<file path="config.mk">
export PLATFORM = sky130hd
export DESIGN_NAME = timer_mode_controller
export DESIGN_NICKNAME = d
export VERILOG_FILES = /design/src/rtl/timer_ctrl_pkg.sv /design/src/rtl/tick_prescaler.sv /design/src/rtl/timer_mode_controller.sv
export SDC_FILE = /design/constraint.sdc
export NUM_CORES = 1
export LEC_CHECK = 0
export ABC_AREA = 1
export CAP_MARGIN = 30
export CORE_ASPECT_RATIO = 0.8
export CORE_MARGIN = 10
export CORE_UTILIZATION = 50
export CTS_CLUSTER_DIAMETER = 120
export DETAILED_ROUTE_END_ITERATION = 12
export MAX_ROUTING_LAYER = met4
export PLACE_DENSITY = 0.78
export SLEW_MARGIN = 20
export SYNTH_ARGS = -nofsm -noshare
export SYNTH_HDL_FRONTEND = slang
export SYNTH_SLANG_ARGS = --single-unit
</file>
<file path="constraint.sdc">
create_clock -name clk -period 5.25 [get_ports clk]
set_clock_uncertainty 0.05 [all_clocks]
set_input_delay 0.7875 -clock clk [delete_from_list [all_inputs] [get_ports clk]]
set_output_delay 0.7875 -clock clk [all_outputs]
set_load 0.01 [all_outputs]
</file>
<file path="src/rtl/timer_ctrl_pkg.sv">
// Shared types for the timer mode controller: FSM state encoding and the
// "mode off" value.
package timer_ctrl_pkg;

  typedef enum logic [1:0] {
    IDLE  = 2'd0,
    RUN   = 2'd1,
    PAUSE = 2'd2,
    DONE  = 2'd3
  } state_e;

  localparam int MODE_OFF = 0;

endpackage

</file>
<file path="src/rtl/tick_prescaler.sv">
// Divides clk down to a one-cycle tick every TICK_DIV enabled cycles.
// The count holds while en is low so a paused countdown resumes in phase.
module tick_prescaler #(
  parameter int TICK_DIV = 1000,
  parameter int DIV_W    = $clog2(TICK_DIV) + 1
) (
  input  logic clk,
  input  logic rst_n,
  input  logic en,
  input  logic clr,
  output logic tick
);

  localparam logic [DIV_W-1:0] LAST = DIV_W'(TICK_DIV - 1);

  logic [DIV_W-1:0] cnt_q, cnt_d;

  assign tick = en && !clr && (cnt_q == LAST);

  always_comb begin
    cnt_d = cnt_q;
    if (clr) begin
      cnt_d = '0;
    end else if (en) begin
      cnt_d = tick ? '0 : cnt_q + 1'b1;
    end
  end

  always_ff @(posedge clk) begin
    if (!rst_n) begin
      cnt_q <= '0;
    end else begin
      cnt_q <= cnt_d;
    end
  end

endmodule

</file>
<file path="src/rtl/timer_mode_controller.sv">
// Latches a mode and preset time, then counts the time down at the prescaled
// tick rate with start/pause/resume/abort control. All outputs are registered.
//
// state | meaning
// IDLE  | waiting for a valid Start; outputs quiet
// RUN   | counting down; CounterInput shows latched mode
// PAUSE | countdown and prescaler frozen; Start resumes
// DONE  | countdown reached 0; Start restarts, Abort returns to IDLE
module timer_mode_controller
  import timer_ctrl_pkg::*;
#(
  parameter int MODE_W   = 4,
  parameter int TIME_W   = 12,
  parameter int TICK_DIV = 1000
) (
  input  logic              clk,
  input  logic              rst_n,
  input  logic [MODE_W-1:0] Mode,
  input  logic [TIME_W-1:0] PresentTime,
  input  logic              Start,
  input  logic              Pause,
  input  logic              Abort,
  output logic [MODE_W-1:0] CounterInput,
  output logic              CounterEnable,
  output logic              isRunning,
  output logic              isPaused,
  output logic              Done,
  output logic [TIME_W-1:0] RemainingTime
);

  localparam int DIV_W = $clog2(TICK_DIV) + 1;

  state_e            state_q, state_d;
  logic [MODE_W-1:0] mode_q, mode_d;
  logic [TIME_W-1:0] rem_q, rem_d;
  logic [MODE_W-1:0] ci_q, ci_d;
  logic              ce_q, ce_d;
  logic              run_q, run_d;
  logic              pau_q, pau_d;
  logic              done_q, done_d;

  logic presc_en, presc_clr, tick;
  logic start_ok;

  tick_prescaler #(
    .TICK_DIV (TICK_DIV),
    .DIV_W    (DIV_W)
  ) u_prescaler (
    .clk   (clk),
    .rst_n (rst_n),
    .en    (presc_en),
    .clr   (presc_clr),
    .tick  (tick)
  );

  assign start_ok = Start && (Mode != MODE_W'(MODE_OFF)) && (PresentTime != '0);

  always_comb begin
    state_d   = state_q;
    mode_d    = mode_q;
    rem_d     = rem_q;
    ce_d      = 1'b0;
    done_d    = 1'b0;
    presc_en  = 1'b0;
    presc_clr = 1'b0;

    if (Abort) begin
      state_d   = IDLE;
      mode_d    = MODE_W'(MODE_OFF);
      rem_d     = '0;
      presc_clr = 1'b1;
    end else begin
      case (state_q)
        IDLE, DONE: begin
          if (start_ok) begin
            state_d   = RUN;
            mode_d    = Mode;
            rem_d     = PresentTime;
            presc_clr = 1'b1;
          end
        end
        RUN: begin
          if (Pause) begin
            state_d = PAUSE;
          end else begin
            presc_en = 1'b1;
            // Gate on nonzero so the count can never wrap below 0.
            if (tick && (rem_q != '0)) begin
              rem_d = rem_q - 1'b1;
              ce_d  = 1'b1;
              if (rem_q == TIME_W'(1)) begin
                state_d = DONE;
                done_d  = 1'b1;
              end
            end
          end
        end
        PAUSE: begin
          if (Start && !Pause) begin
            state_d = RUN;
          end
        end
        default: state_d = IDLE;
      endcase
    end

    run_d = (state_d == RUN);
    pau_d = (state_d == PAUSE);
    ci_d  = (state_d == RUN || state_d == PAUSE) ? mode_d : MODE_W'(MODE_OFF);
  end

  always_ff @(posedge clk) begin
    if (!rst_n) begin
      state_q <= IDLE;
      mode_q  <= '0;
      rem_q   <= '0;
      ci_q    <= '0;
      ce_q    <= 1'b0;
      run_q   <= 1'b0;
      pau_q   <= 1'b0;
      done_q  <= 1'b0;
    end else begin
      state_q <= state_d;
      mode_q  <= mode_d;
      rem_q   <= rem_d;
      ci_q    <= ci_d;
      ce_q    <= ce_d;
      run_q   <= run_d;
      pau_q   <= pau_d;
      done_q  <= done_d;
    end
  end

  assign CounterInput  = ci_q;
  assign CounterEnable = ce_q;
  assign isRunning     = run_q;
  assign isPaused      = pau_q;
  assign Done          = done_q;
  assign RemainingTime = rem_q;

endmodule

</file>
==> results of run 1 <==
==> where the power goes <==
group	internal, W	switching, W	total (W)
Combinational	0.0000654	0.0000961	0.000162
Clock	0.000104	0.0000938	0.000198
Sequential	0.000292	0.00000905	0.000301
==> critical path, cell delays in order (launching register included) <==
cell	delay, ns
dfxtp_1	0.35
inv_1	0.07
ha_1	0.52
inv_4	0.19
nor3_4	0.35
nand2_2	0.09
nor2_2	0.12
nand4_1	0.13
nand2_1	0.09
nand2_1	0.04
nand3_1	0.10
nand2_1	0.07
nor2_1	0.09
ha_1	0.23
or2_2	0.33
nor2_1	0.11
==> metrics by stage <==
stage          hold WS, ns  std cells  util [%]
2_1_floorplan        0.412        297         -
3_3_place_gp         0.429        386      63.7
3_5_place_dp         0.441        386      63.7
4_1_cts              0.450        393      65.9
5_1_grt              0.482        393      65.9
6_report             0.452        393      65.9
==> final cells by class <==
| class | count | area [um2] | share of cell area (%) |
|---|---|---|---|
| inverter | 36 | 138 | 5.38 |
| sequential | 37 | 741 | 29.0 |
| multi-input combinational | 218 | 1120 | 43.9 |
| tap | 55 | 68.8 | 2.69 |
| timing repair buffer | 40 | 400 | 15.7 |
| clock buffer | 7 | 86.3 | 3.38 |
==> cells in the final DEF (no fill, tap or decap) <==
cell,synthesis,final
a21oi_1,13,13
xor2_1,7,7
nor3_1,2,2
and2_0,1,1
nand2_1,63,63
o211ai_1,5,5
a21boi_0,1,1
nand2_2,2,2
inv_2,1,1
nor2_2,1,1
o21ai_0,20,20
a31oi_1,1,1
clkdlybuf4s50_1,0,40
or2_2,6,6
a31o_2,1,1
nand3_1,16,16
inv_4,1,1
nand4_1,8,8
nor3_4,1,1
nand2_4,1,1
clkbuf_1,1,1
nor4_1,1,1
a21oi_2,4,4
clkbuf_8,0,6
o21ai_2,2,2
inv_1,34,34
a211oi_1,1,1
nor3b_1,2,2
dfxtp_1,37,37
nor2_1,51,51
nand3_2,1,1
ha_1,7,7
==> per-layer routing <==
metal	global-route usage (%)	part of all wire, %	vias up	routed length [um]
met1	18.5	49	891	2440
li1	-	-	1036	-
met4	5.00	1.3	0	63
met5	-	0	-	0
met2	22.1	44	48	2200
met3	3.89	5.6	5	278
==> state kept, by name, summed over array words and instances (netlist names) <==
| signal | count |
|---|---|
| u_prescaler.cnt_q | 11 |
| CounterEnable | 1 |
| isRunning | 1 |
| isPaused | 1 |
| CounterInput | 4 |
| mode_q | 4 |
| Done | 1 |
| state_q | 2 |
| RemainingTime | 12 |
==> logic make-up (layout without fill, tap and decap cells) <==
logic type | count (synthesis) | after routing | synth area share (%)
flops | 37 | 37 | 36.1
xor+xnor | 7 | 7 | 2.99
simple gates | 156 | 156 | 33.6
fa+ha+maj | 7 | 7 | 4.27
buf+inv | 42 | 83 | 9.04
compound gates | 48 | 48 | 13.9
==> path summary, 6_finish.rpt <==
check | from | end | cells past startpoint
min | u_prescaler.cnt_q[1] | u_prescaler.cnt_q[1] | 2
max | state_q[1] | CounterInput[1] | 15
max reg2reg | state_q[1] | CounterInput[1] | 15
min reg2reg | u_prescaler.cnt_q[1] | u_prescaler.cnt_q[1] | 2
==> results.md, run 1 <==
* Antenna-violating nets left at 0
* Num CTS Buffers at 5
* Nets at 366
* Post-synth EDFFs at 0
* First-pass GRT wire length at 8.50 mm
* Design Area, Final at 0.00256 mm2
* Min-Delay Path Class: reg -> reg
* Seq/Total Area, Yosys at 36.1%
* Most common cell in the netlist: nand2_1
* Starting Density at 52.8%
* Largest net degree at the start of global routing at 17
* Placed wire-length estimate at 3.93 mm
* FF-to-FF setup slack at 2.25 ns
* Placed cell area at 0.00247 mm2
* Full die area at between 0.007 and 0.008 mm2
* Port bufs at 40
* Rows at 20
* Hold_buf cts at 0
* Mapped Avg Cell Area at 6.90 um2
* Layout fillers at 376
* Starting DRT DRC Count at 92
* Post-synth top flop: dfxtp_1
* Status: complete, no violations
* Cell area after synthesis at 0.00205 mm2
* Clock Latency Late Sink at roughly 0.29 ns
* Max cap viols at 0
* Dpl ws at between 2 and 2.5 ns
* Max-slew violation count at 0
* Core region area at 0.00388 mm2
* Largest cells by area after synthesis: dfxtp_1 36%, nand2_1 12%, nor2_1 9.3%
* Share of layout cells above drive strength 1 at 7.99%
* CTS Root Buffer Type: clkbuf_8
* Power per cell area at 258 mW/mm2
* CP endpoint kind: flop
* Tot Pwr at 0.000660 W
* Most frequent cells after synthesis: 63 x nand2_1, 51 x nor2_1, 37 x dfxtp_1, 34 x inv_1, 20 x o21ai_0
* Via-per-instance ratio at between 5 and 6
* Synth warn at 0
* Drt wl/cell at 12.7 um
* Worst VDD drop at 0.200 mV
* Die height at 77.3 um
* Worst-path maximum fanout at 16
* Post-synthesis cell count at 297
* H-tree lvl count at 2
* DRC at 0
* CP required at 5.43 ns
* Vias at 1980
* Setup WS post-layout at between 2 and 2.5 ns
* Sink Count at 37
* Layout Area Growth over Synthesis at 24.8%
* Crit path kind: reg -> reg
* PostCTS Resize Cnt at 0
* Pre-antenna DRT Iters at 4
* Clock transition at path regs at roughly 0.070 ns
* Fmax at 0.333 GHz
* Overflow after GRT at 0
* Routed WL at 4.98 mm
* Relative slew slack at 47.5%
* Gr usage total at 14.7%
* Setup bufs post-CTS at 0
* CP Launch Type: flop
* Tcrit/Tclk final at 57.2%
* Top cell type's share of synthesized area at between 30% and 40%
* DIE WIDTH at 91.6 um
* I/O pins at 41
* Unique masters post-synth at 32
* Vias in the first global route at about 1900
* Largest area contributor in the netlist: dfxtp_1
* GP Congestion at about 0.87
* Setup TNS at 0 ns
* Mapped Nets at roughly 330
* Worst Tran Pin Value at 0.784 ns
* CTS tree: yes
* Post-synthesis register bit count at 37
* Finish-stage setup viols at 0
* Crit path DAT at 3.18 ns
* Fin. Hold Viols at 0
* LEAKAGE at 1.05 nW
* Max clock buf depth at 2
* Antenna diodes at 0
* FFs w/ async S/R, synth at 0%
* RSZ-0062 raised after global routing: no
* Initial antenna violation count at 0
* Min Tclk post-route at 3.00 ns
No activity file was read; power rests on OpenSTA's default activity.
==> run 2, diff against run 1 <==
==> constraint.sdc (replaced) <==
create_clock -name clk -period 3.1 [get_ports clk]
set_clock_uncertainty 0.05 [all_clocks]
set_input_delay 0.465 -clock clk [delete_from_list [all_inputs] [get_ports clk]]
set_output_delay 0.465 -clock clk [all_outputs]
set_load 0.01 [all_outputs]
==> run 2 against run 1 <==
Compared with the run above: cell count grew 1.5%; worst setup slack got worse by 1.6 ns; critical path type unchanged; largest cell class unchanged; critical endpoint is now CounterInput[2]; power up 75%; wire length shrank 0.10%; cell area increased by 2.1%; clock power increased by 85%; non-clock buffer count is 5 higher.
==> results.md, run 2 (synthesis gave the netlist of run 1 again) <==
* Nets at 371
* Fmax at ~0.41 GHz
* Setup TNS at 0 ns
* Stages on worst setup path at 14
* Num CTS Buffers at 5
* Min-Delay Path Class: reg -> reg
* Overflow after GRT at 0
* Hold_buf cts at 0
* Clock Latency Late Sink at 0.28 ns
* Worst-path maximum fanout at 4
* Crit path DAT at around 2.6 ns
* Clock transition at path regs at ~0.070 ns
* FF-to-FF setup slack at 0.66 ns
* Antenna diodes at 0
* Status: complete, no violations
* Fin. Hold Viols at 0
* WHS Endpoint: u_prescaler.cnt_q[1]
* PostCTS Resize Cnt at 0
* Finished Core Util at about two thirds
* Relative slew slack at ~77%
* Max FFs per register at 12
* Via-per-instance ratio at 4.94
* Starting DRT DRC Count at 102
* Setup WS post-layout at 0.661 ns
* Layout Area Growth over Synthesis at 27.4%
* Placed wire-length estimate at just under 4 mm
* Full die area at about 0.0071 mm2
* Pre-antenna DRT Iters at 4
* Rows at 20
* Commonest non-fill, non-tap cell in the layout: nand2_1
* Hold depth at 2
* Vias at approximately 2000
* Family with the most delay on the worst path: simple AND/OR/NAND/NOR gates
* CTS tree: yes
* Reg-to-Reg End: CounterInput[2]
* Finish-stage setup viols at 0
* Die height at 77.3 um
* Min Tclk post-route at 2.44 ns
* First-pass GRT wire length at 8.26 mm
* Gr usage total at approximately 14%
* Starting Density at 52.8%
* Crit path kind: reg -> reg
* Core region area at 0.00388 mm2
* CP endpoint kind: flop
* Initial antenna violation count at 0
* DRC at 0
* Dpl ws at ~0.39 ns
* Worst VDD drop at 0.384 mV
* CP max-delay cell: dfxtp_1
* CP startpoint: u_prescaler.cnt_q[0]
* DIE WIDTH at 91.6 um
* HP Start: u_prescaler.cnt_q[1]
* R2R Path Start: u_prescaler.cnt_q[0]
* CTS Root Buffer Type: clkbuf_8
* CP Launch Type: flop
* Max-slew violation count at 0
* Worst Tran Pin Value at 0.350 ns
* CP bufs+invs at 0
* Drt wl/cell at 12.5 um
* Setup bufs post-CTS at 0
* R2R depth at 14
* Largest net degree at the start of global routing at 16
* Antenna-violating nets left at 0
* I/O pins at 41
* Slowest cell delay on critical path at 0.38 ns
* Tcrit/Tclk final at 78.7%
* Sink Count at 37
* CP required at 3.27 ns
* H-tree lvl count at 2
* Vias in the first global route at 1808
* Top cell by count, worst path: nand2_1
* Power per cell area at roughly 440 mW/mm2
* Tot Pwr at 0.00115 W
* Layout fillers at 336
* Routed WL at ~5.0 mm
* Max cap viols at 0
* RSZ-0062 raised after global routing: no
* GP Congestion at around 0.9
* Most frequent cells in the layout: 63 x nand2_1, 51 x nor2_1, 40 x clkdlybuf4s50_1
* Max clock buf depth at 2
* Share of layout cells above drive strength 1 at 9.88%
* LEAKAGE at 1.09 nW
* Port bufs at 40
* Cell Chain, Critical Path: ha_1 -> nand2_1 -> nor2_1 -> nand3_1 -> nor2_2 -> nand4_1 -> nand2_1 -> nand2_1 -> nand3_1 -> nand2_1 -> nor2_1 -> ha_1 -> or2_2 -> nor2_1
-- run 2: cell count changes in the layout (fill, tap and decap cells not counted), sizes merged --
| cell | before | now |
|---|---|---|
| buf | 0 | 5 |
| clkinv | 0 | 1 |
-- run 2: area by class of cell --
type                       instances  area [um2]  area share, %
sequential                        37         741           28.4
multi-input combinational        218        1120           43.0
clock buffer                       7        96.3           3.69
tap                               55        68.8           2.64
inverter                          36         138           5.27
timing repair buffer              45         438           16.8
clock inverter                     1        5.00          0.192
-- run 2: report_power, final --
part | switching, W | internal [W]
registers | 0.0000152 | 0.000494
logic | 0.000163 | 0.000116
clock network | 0.000165 | 0.000201
-- run 2: per-layer routing --
| layer | wire length (um) | GRT usage (%) | share of wire [%] | vias up |
|---|---|---|---|---|
| met1 | 2410 | 18.1 | 48 | 865 |
| li1 | - | - | - | 1052 |
| met5 | 0 | - | 0 | - |
| met2 | 2210 | 21.0 | 44 | 48 |
| met3 | 303 | 4.77 | 6.1 | 8 |
| met4 | 50 | 3.91 | 1.0 | 0 |
-- run 2: worst max-delay path by stage --
stage,end,slack [ns]
finish,CounterInput[2],0.66
global route,CounterInput[2],0.40
CTS,CounterInput[2],0.65
detailed placement,CounterInput[2],0.39
global placement,CounterInput[1],0.47
floorplan,CounterInput[0],0.78
-- run 2: per-stage QoR --
step / hold slack (ns) / std cells / instance area, um2
finish: 0.436 / 399 / 2610
global route: 0.461 / 399 / 2610
CTS: 0.439 / 399 / 2610
detailed placement: 0.429 / 391 / 2510
global placement: 0.429 / 391 / 2510
floorplan: 0.412 / 297 / 2050
-- run 2: worst min-delay path, delay by kind of cell (launching register included) --
kind / cells / cell delay [ns]
flip-flops: 1 / 0.33
AND/OR/NAND/NOR: 1 / 0.06
AO/OA/AOI/OAI: 1 / 0.05
==> run 3, diff against run 2 <==
==> constraint.sdc (replaced) <==
create_clock -name clk -period 2.52 [get_ports clk]
set_clock_uncertainty 0.05 [all_clocks]
set_input_delay 0.378 -clock clk [delete_from_list [all_inputs] [get_ports clk]]
set_output_delay 0.378 -clock clk [all_outputs]
set_load 0.01 [all_outputs]
==> run 3 against run 2 <==
Compared with the run above: global-route usage rose by 1.6 points; via count up 4.9%; worst setup slack worse by 0.45 ns; largest cell class unchanged; highest routed layer unchanged.
==> results.md, run 3 (synthesis gave the netlist of run 1 again) <==
* Vias in the first global route at 1998
* Drt wl/cell at roughly 13 um
* Starting Density at 52.8%
* Setup TNS at 0 ns
* FF-to-FF setup slack at 0.21 ns
* Sink Count at 37
* Clock transition at path regs at 0.07 ns
* CTS tree: yes
* Max cap viols at 0
* First-pass GRT wire length at about 9.2 mm
* Rows at 20
* Commonest non-fill, non-tap cell in the layout: nand2_1
* Worst Tran Pin Value at 0.339 ns
* Max FFs per register at 12
* Crit path capture: CounterInput[1]
* Initial antenna violation count at 0
* DRC at 0
* LEAKAGE at 1.12 nW
* CP required at 2.69 ns
* Fin. Hold Viols at 0
* Reg-to-Reg End: CounterInput[1]
* Max clock buf depth at 2
* Min-Delay Path Class: reg -> reg
* Core region area at 0.00388 mm2
* Pre-antenna DRT Iters at 7
* Gr usage total at 15.9%
* Crit path DAT at around 2.5 ns
* Nets at 379
* Die height at 77.3 um
* Share of layout cells above drive strength 1 at between 10% and 20%
* Max-slew violation count at 0
* Hold_buf cts at 0
* Setup WS post-layout at between 0.2 and 0.25 ns
* CTS Root Buffer Type: clkbuf_8
* Relative slew slack at 77.2%
* Starting DRT DRC Count at roughly 150
* Placed wire-length estimate at 4.12 mm
* Fmax at 0.434 GHz
* Antenna-violating nets left at 0
* GP Congestion at ~0.9
* Via-per-instance ratio at 5.10
* I/O pins at between 40 and 50
* Power per cell area at approximately 530 mW/mm2
* Finish-stage setup viols at 0
* Tcrit/Tclk final at 91.5%
* Largest net degree at the start of global routing at 16
* Vias at 2069
* Worst-path maximum fanout at 4
* Worst VDD drop at just over 0.5 mV
* Dpl ws at -0.0292 ns
* Overflow after GRT at 0
* CP startpoint: u_prescaler.cnt_q[0]
* Min Tclk post-route at 2.31 ns
* CP endpoint kind: flop
* Finished Core Util at 68.8%
* H-tree lvl count at 2
* CP Launch Type: flop
* Layout fillers at 322
* Clock Latency Late Sink at about 0.29 ns
* Status: complete, no violations
* WHS at ~0.43 ns
* Antenna diodes at 0
* Routed WL at approximately 5.2 mm
* Full die area at 0.00708 mm2
* R2R Path Start: u_prescaler.cnt_q[0]
* Most frequent cells in the layout: 62 x nand2_1, 48 x nor2_1, 40 x clkdlybuf4s50_1
* DIE WIDTH at 91.6 um
* Layout Area Growth over Synthesis at 30.3%
* Num CTS Buffers at 5
* R2R depth at 14
* Crit path kind: reg -> reg
* Port bufs at 40
run 3: changes by cell type in the layout (fill, tap and decap cells not counted), sizes merged:
| cell | before | now |
|---|---|---|
| buf | 5 | 13 |
| clkinv | 1 | 0 |
run 3: layout make-up:
type,count,area [um2],area share (%)
Clock buffer,7,86.3,3.23
Multi-Input combinational cell,218,1140,42.5
Tap cell,55,68.8,2.58
Sequential cell,37,743,27.8
Timing Repair Buffer,53,498,18.7
Inverter,36,138,5.15
run 3: worst min-delay path by stage:
stage                                    start  cells past startpoint  slack [ns]              endpoint
after global routing      u_prescaler.cnt_q[1]                      2        0.47  u_prescaler.cnt_q[1]
after detailed placement  u_prescaler.cnt_q[1]                      2        0.43  u_prescaler.cnt_q[1]
after global placement    u_prescaler.cnt_q[1]                      2        0.43  u_prescaler.cnt_q[1]
final                     u_prescaler.cnt_q[1]                      2        0.43  u_prescaler.cnt_q[1]
after floorplan           u_prescaler.cnt_q[1]                      2        0.41  u_prescaler.cnt_q[1]
after CTS                 u_prescaler.cnt_q[1]                      2        0.44  u_prescaler.cnt_q[1]
run 3: per-stage QoR:
step,power [W],std cells,instance area [um2]
2_1_floorplan,0.000864,297,2050
3_3_place_gp,0.000987,398,2560
3_5_place_dp,0.000993,398,2560
4_1_cts,0.00141,405,2650
5_1_grt,0.00148,406,2670
6_report,0.00141,406,2670
run 3: critical path: stages, from the launching register on:
cell and delay [ns]:
dfxtp_2 0.35, ha_1 0.17, nand2_1 0.09, nor2_2 0.13, nand3_1 0.12, nor2_2 0.14, nand4_1 0.12, nand2_1 0.07
nand2_1 0.04, nand3_1 0.08, nand2_1 0.08, nor2_1 0.09, ha_1 0.23, or2_2 0.34, nor2_1 0.12
run 3: power breakdown:
part	switching (W)	internal (W)
logic	0.000211	0.000154
clock network	0.000197	0.000217
registers	0.0000195	0.000608
run 3: repair_timing:
action | in CTS | in global routing
gates resized for setup | 0 | 9
endpoints found under the setup margin | 0 | 4
buffers inserted | 0 | 1
run 3: routing by layer:
layer / vias up / share of wire, % / track usage, %
met5: - / 0 / -
met4: 0 / 1.7 / 5.78
met3: 11 / 6.9 / 3.99
met2: 70 / 45 / 23.5
met1: 921 / 47 / 20.3
li1: 1067 / - / -
